File: config.mk
export PLATFORM = sky130hd
export DESIGN_NAME = ext_com_rx
export DESIGN_NICKNAME = d
export VERILOG_FILES = /design/src/rtl/ext_com_rx.sv
export SDC_FILE = /design/constraint.sdc
export NUM_CORES = 1
export LEC_CHECK = 0
export CAP_MARGIN = 20
export CORE_MARGIN = 10
export CORE_UTILIZATION = 45
export CTS_BUF_LIST = sky130_fd_sc_hd__clkbuf_8 sky130_fd_sc_hd__clkbuf_16
export CTS_CLUSTER_DIAMETER = 40
export DETAILED_ROUTE_END_ITERATION = 6
export HOLD_SLACK_MARGIN = 0.03
export PLACE_DENSITY = 0.68
export SLEW_MARGIN = 20
export SYNTH_ARGS = -nofsm -noshare
export SYNTH_HDL_FRONTEND = slang
export SYNTH_SLANG_ARGS = --single-unit
File: constraint.sdc
create_clock -name clk -period 4.1 [get_ports clk]
set_input_delay 0.82 -clock clk [delete_from_list [all_inputs] [get_ports clk]]
set_output_delay 0.82 -clock clk [all_outputs]
set_load 0.02 [all_outputs]
File: src/rtl/ext_com_rx.sv
// ext_com_rx: receive end of the inter-board serial link.
// Deserialises start/sel[1:0]/data[7:0]/parity(even)/stop frames from a
// single-wire line, then acts as a local-bus initiator to write the byte
// to the selected slave. Counts delivered frames and framing errors.
// Optional feature macro: EXT_COM_RX_TIMEOUT_EN (grant-wait timeout).
module ext_com_rx #(
  parameter int CLKS_PER_BIT   = 8,
  parameter int TIMEOUT_CYCLES = 255
) (
  input  logic       clk,
  input  logic       reset,
  input  logic       rx,
  output logic       bus_req,
  input  logic       bus_grant,
  output logic [1:0] slave_sel,
  output logic [7:0] wdata,
  output logic       wvalid,
  input  logic       slave_ack,
  output logic       busy,
  output logic       frame_err,
  output logic [7:0] rx_count,
  output logic [3:0] err_count,
  output logic [3:0] state
);

  localparam int TW = $clog2(CLKS_PER_BIT);

  // Reject parameter values the bit timer and timeout counter cannot honour.
  if (CLKS_PER_BIT < 4 || (CLKS_PER_BIT % 2) != 0 ||
      TIMEOUT_CYCLES < 1 || TIMEOUT_CYCLES > 256) begin : g_bad_param
    $error("ext_com_rx: illegal CLKS_PER_BIT or TIMEOUT_CYCLES");
  end

`ifdef EXT_COM_RX_TIMEOUT_EN
  typedef enum logic [3:0] {
    S_IDLE = 4'd0, S_START = 4'd1, S_DATA = 4'd2, S_PARITY = 4'd3,
    S_STOP = 4'd4, S_REQ = 4'd5, S_XFER = 4'd6, S_TIMEOUT = 4'd7
  } state_t;
`else
  typedef enum logic [3:0] {
    S_IDLE = 4'd0, S_START = 4'd1, S_DATA = 4'd2, S_PARITY = 4'd3,
    S_STOP = 4'd4, S_REQ = 4'd5, S_XFER = 4'd6
  } state_t;
`endif

  state_t        state_q, state_d;
  logic          rx_s1_q, rx_s2_q, rx_prev_q;
  logic [TW-1:0] timer_q, timer_d;
  logic [3:0]    bit_cnt_q, bit_cnt_d;
  logic [9:0]    shift_q, shift_d;
  logic          par_err_q, par_err_d;
  logic [1:0]    sel_q, sel_d;
  logic [7:0]    data_q, data_d;
  logic [7:0]    rx_count_q, rx_count_d;
  logic [3:0]    err_count_q, err_count_d;
  logic          frame_err_q, frame_err_d;
  logic          tick_half, tick_full;
`ifdef EXT_COM_RX_TIMEOUT_EN
  logic [7:0]    to_cnt_q, to_cnt_d;
`endif

  // Mid-bit sample points: half a bit after the start edge, then every full bit.
  assign tick_half = (timer_q == TW'(CLKS_PER_BIT / 2 - 1));
  assign tick_full = (timer_q == TW'(CLKS_PER_BIT - 1));

  // Two-flop synchroniser plus a previous-sample flop for start-edge detection.
  always_ff @(posedge clk) begin
    if (reset) begin
      rx_s1_q   <= 1'b1;
      rx_s2_q   <= 1'b1;
      rx_prev_q <= 1'b1;
    end else begin
      rx_s1_q   <= rx;
      rx_s2_q   <= rx_s1_q;
      rx_prev_q <= rx_s2_q;
    end
  end

  // State and datapath registers.
  always_ff @(posedge clk) begin
    if (reset) begin
      state_q     <= S_IDLE;
      timer_q     <= '0;
      bit_cnt_q   <= '0;
      shift_q     <= '0;
      par_err_q   <= 1'b0;
      sel_q       <= '0;
      data_q      <= '0;
      rx_count_q  <= '0;
      err_count_q <= '0;
      frame_err_q <= 1'b0;
`ifdef EXT_COM_RX_TIMEOUT_EN
      to_cnt_q    <= '0;
`endif
    end else begin
      state_q     <= state_d;
      timer_q     <= timer_d;
      bit_cnt_q   <= bit_cnt_d;
      shift_q     <= shift_d;
      par_err_q   <= par_err_d;
      sel_q       <= sel_d;
      data_q      <= data_d;
      rx_count_q  <= rx_count_d;
      err_count_q <= err_count_d;
      frame_err_q <= frame_err_d;
`ifdef EXT_COM_RX_TIMEOUT_EN
      to_cnt_q    <= to_cnt_d;
`endif
    end
  end

  // Next-state logic: receive framing, error accounting and bus handshake.
  always_comb begin
    state_d     = state_q;
    timer_d     = timer_q;
    bit_cnt_d   = bit_cnt_q;
    shift_d     = shift_q;
    par_err_d   = par_err_q;
    sel_d       = sel_q;
    data_d      = data_q;
    rx_count_d  = rx_count_q;
    err_count_d = err_count_q;
    frame_err_d = 1'b0;
`ifdef EXT_COM_RX_TIMEOUT_EN
    to_cnt_d    = to_cnt_q;
`endif
    case (state_q)
      S_IDLE: begin
        // Only a genuine high-to-low edge starts a frame.
        if (rx_prev_q && !rx_s2_q) begin
          state_d = S_START;
          timer_d = '0;
        end
      end
      S_START: begin
        if (tick_half) begin
          timer_d   = '0;
          bit_cnt_d = '0;
          state_d   = rx_s2_q ? S_IDLE : S_DATA;
        end else begin
          timer_d = timer_q + 1'b1;
        end
      end
      S_DATA: begin
        if (tick_full) begin
          timer_d   = '0;
          shift_d   = {rx_s2_q, shift_q[9:1]};
          bit_cnt_d = bit_cnt_q + 1'b1;
          if (bit_cnt_q == 4'd9) state_d = S_PARITY;
        end else begin
          timer_d = timer_q + 1'b1;
        end
      end
      S_PARITY: begin
        if (tick_full) begin
          timer_d   = '0;
          par_err_d = ^{shift_q, rx_s2_q};
          state_d   = S_STOP;
        end else begin
          timer_d = timer_q + 1'b1;
        end
      end
      S_STOP: begin
        if (tick_full) begin
          timer_d = '0;
          if (!rx_s2_q || par_err_q) begin
            frame_err_d = 1'b1;
            if (err_count_q != 4'hF) err_count_d = err_count_q + 1'b1;
            state_d = S_IDLE;
          end else if (shift_q[1:0] == 2'd0) begin
            state_d = S_IDLE;
          end else begin
            sel_d   = shift_q[1:0];
            data_d  = shift_q[9:2];
            state_d = S_REQ;
`ifdef EXT_COM_RX_TIMEOUT_EN
            to_cnt_d = '0;
`endif
          end
        end else begin
          timer_d = timer_q + 1'b1;
        end
      end
      S_REQ: begin
        if (bus_grant) begin
          state_d = S_XFER;
`ifdef EXT_COM_RX_TIMEOUT_EN
        end else if (to_cnt_q == 8'(TIMEOUT_CYCLES - 1)) begin
          state_d = S_TIMEOUT;
        end else begin
          to_cnt_d = to_cnt_q + 1'b1;
`endif
        end
      end
      S_XFER: begin
        // Ack has priority over a simultaneous grant withdrawal.
        if (slave_ack) begin
          rx_count_d = rx_count_q + 1'b1;
          state_d    = S_IDLE;
        end else if (!bus_grant) begin
          state_d = S_REQ;
`ifdef EXT_COM_RX_TIMEOUT_EN
          to_cnt_d = '0;
`endif
        end
      end
`ifdef EXT_COM_RX_TIMEOUT_EN
      S_TIMEOUT: begin
        frame_err_d = 1'b1;
        if (err_count_q != 4'hF) err_count_d = err_count_q + 1'b1;
        state_d = S_IDLE;
      end
`endif
      default: state_d = S_IDLE;
    endcase
  end

  assign bus_req   = (state_q == S_REQ) || (state_q == S_XFER);
  assign wvalid    = (state_q == S_XFER);
  assign busy      = (state_q != S_IDLE);
  assign slave_sel = sel_q;
  assign wdata     = data_q;
  assign frame_err = frame_err_q;
  assign rx_count  = rx_count_q;
  assign err_count = err_count_q;
  assign state     = state_q;

endmodule
==> reports/metrics.yaml <==
required_ns: 3.28
status: "completed"
synth_seq_cells: 47
dieArea_um2: 8150
tightest_slew_ns: 0.989
yosysSeqAreaShare: 0.423
h-tree-depth: 2
cts_buffers: 5
p_clk_frac: 0.360
vias_per_cell: 4.94
core.rowCount: 25
drc: 0
finalNonFillerCells: 347
fin_crit_sh: 0.696
slew_viol_final: 0
synth_area_um2: 2220
whs_ns: 0.419
diodes: 0
ctsHoldBuffers: 0
area_growth_pct: 19.9
path_clk_slew_ns: 0.09
num_vias: 1715
rsz0062_at_grt: "false"
seqPwrFrac: 0.600
clock_skew_ns: 0.00960
cts-root-buf: "clkbuf_8"
gp_congestion: 0.752
grt_overflow: 0
period_minus_slack_ns: 2.85
firstDrtPassIters: 4
n_fill_cell: 444
synth_edf_count: 0
place_hpwl_um: 3160
final_util: 0.560
p_sw_uw: 180
intPower_uw: 590
wl_per_cell_um: 13.1
dp_cells: 339
synth_cell_types: 42
dieHeight_um: 90.3
synthTopCellsByArea: "dfxtp_1, mux2i_1, nor2_1, ha_1, nand2_1"
setup_tns_ns: 0
postRouteAntennaNets: 0
syn_nets: 267
start_util: 0.467
die_x_um: 90.3
worst_setup_path_start_kind: "register"
yosysWarnings: 0
ir_drop_mv: 0.179
worstHoldPathType: "register to register"
grt_max_degree: 28
syn_area_per_cell_um2: 8.78
ys.flop_type: "dfxtp_1"
io_buffers: 33
cts_tree: "built"
nets: 293
p_per_area_nw_per_um2: 289
synth_commonest_cells: "dfxtp_1, nor2_1, nand2_1, a21oi_1, mux2i_1"
grt.total_usage: 0.114
yosysMostFrequentCell: "dfxtp_1"
worstSetupPathType: "register to output port"
design.core.area_um2: 4750
p_leak_uw: 0.000966
antenna_found_initial: 0
grt_pass1_wl_um: 8070
synth.top_cell.area_share: 0.423
insertion_delay_ns: 0.30
fmax_mhz: 350
first_global_vias: 1682
sw_frac_of_total: 0.234
cts.repair.resized: 0
timing_hold_violations_final: 0
cts_max_path_buffers: 2
cp-end-kind: "output port"
yosys.area.top_type: "dfxtp_1"
power_uw: 770
ios: 35
wl_um: 4550
critPathMaxFanout: 27
share_comb_of_total_power: 0.040
drive_gt1_frac: 0.0571
post_cts_buffers: 0
first_iter_violations: 103
postSynth.asyncResetShare: 0
clkSinkCount: 47
arrival_ns: 2.03
postSynthCellCount: 253
cap_violations: 0
setup_viol: 0
slew_headroom: 0.337
## layout by cell type, fill, tap and decap left out, types with 3 or more instances in the layout
cell	instances
nand4_1	5
o21ai_0	6
nor2b_1	3
nand2_1	28
clkbuf_8	5
xnor2_1	11
inv_1	6
or2_2	3
ha_1	9
a21oi_1	17
clkdlybuf4s50_1	33
nand3_1	7
xor2_1	9
dfxtp_1	47
nor3b_1	3
nor2_1	35
mux2i_1	16
and3_1	3
nand2b_1	5
## critical path: stages, from the launching register on
cell             delay [ns]
dfxtp_1                0.82
nor2_1                 0.15
nand2_1                0.14
clkdlybuf4s50_1        0.62
## flip-flops by register name (all words and copies together) (netlist names), 2 cells and up
register,flops
err_count,4
wdata,8
timer_q,3
slave_sel,2
bit_cnt_q,4
shift_q,10
rx_count,8
state,3
## metrics by stage
stage / setup WS, ns / area, um^2
3_5_place_dp: 1.58 / 2570
3_3_place_gp: 1.60 / 2570
4_1_cts: 1.25 / 2660
5_1_grt: 1.11 / 2660
6_report: 1.25 / 2660
2_1_floorplan: 1.92 / 2220
## worst paths after layout
check | from | end | slack [ns] | cells after the start
worst max register to register | timer_q[0]$_SDFFE_PP0P_ | wdata[7]$_SDFFE_PP0P_ | 1.77 | 6
worst min-delay path | rx_s1_q$_SDFF_PP1_ | rx_s2_q$_SDFF_PP1_ | 0.42 | 1
worst min register to register | rx_s1_q$_SDFF_PP1_ | rx_s2_q$_SDFF_PP1_ | 0.42 | 1
worst max-delay path | state[1]$_SDFFE_PP0P_ | busy | 1.25 | 3
## power groups by stage
| stage | clock [uW] | combinational (uW) | sequential [uW] |
|---|---|---|---|
| global route | 304 | 33.9 | 463 |
| floorplan | 0 | 22.4 | 471 |
| CTS | 285 | 30.7 | 463 |
| detailed placement | 0 | 30.5 | 473 |
| finish | 277 | 30.7 | 462 |
| global placement | 0 | 30.5 | 473 |
## kinds of logic (layout without fill, tap and decap cells)
logic type                 after synthesis  in the layout  synth area share
and+or+nand+nor                        104            104             0.232
DFF                                     47             47             0.423
AOI/OAI and AO/OA                       34             34            0.0878
xor gates and xnor gates                21             21            0.0890
buffers and inverters                   21             48            0.0434
muxes                                   16             16            0.0721
adders and majority gates                9              9            0.0507
other                                    1              1           0.00169
## final cells by class
type                            instances  area (um^2)  share of cell area
Inverter                                6         22.5             0.00845
Tap cell                               67         83.8              0.0315
Clock buffer                            5         68.8              0.0258
Multi-Input combinational cell        185         1190               0.447
Clock inverter                          3         20.0             0.00752
Sequential cell                        47          941               0.353
Timing Repair Buffer                   34          338               0.127
## per-layer routing
layer / wire length (um) / vias to the layer above / global-route usage / share of wire
li1: - / 893 / - / -
met1: 2250 / 779 / 0.150 / 0.49
met2: 1920 / 41 / 0.163 / 0.42
met3: 364 / 2 / 0.0524 / 0.080
met4: 8 / 0 / 0.0292 / 0.0018
met5: 0 / - / 0 / 0
Note: power is estimated with default switching activity, not from simulation.
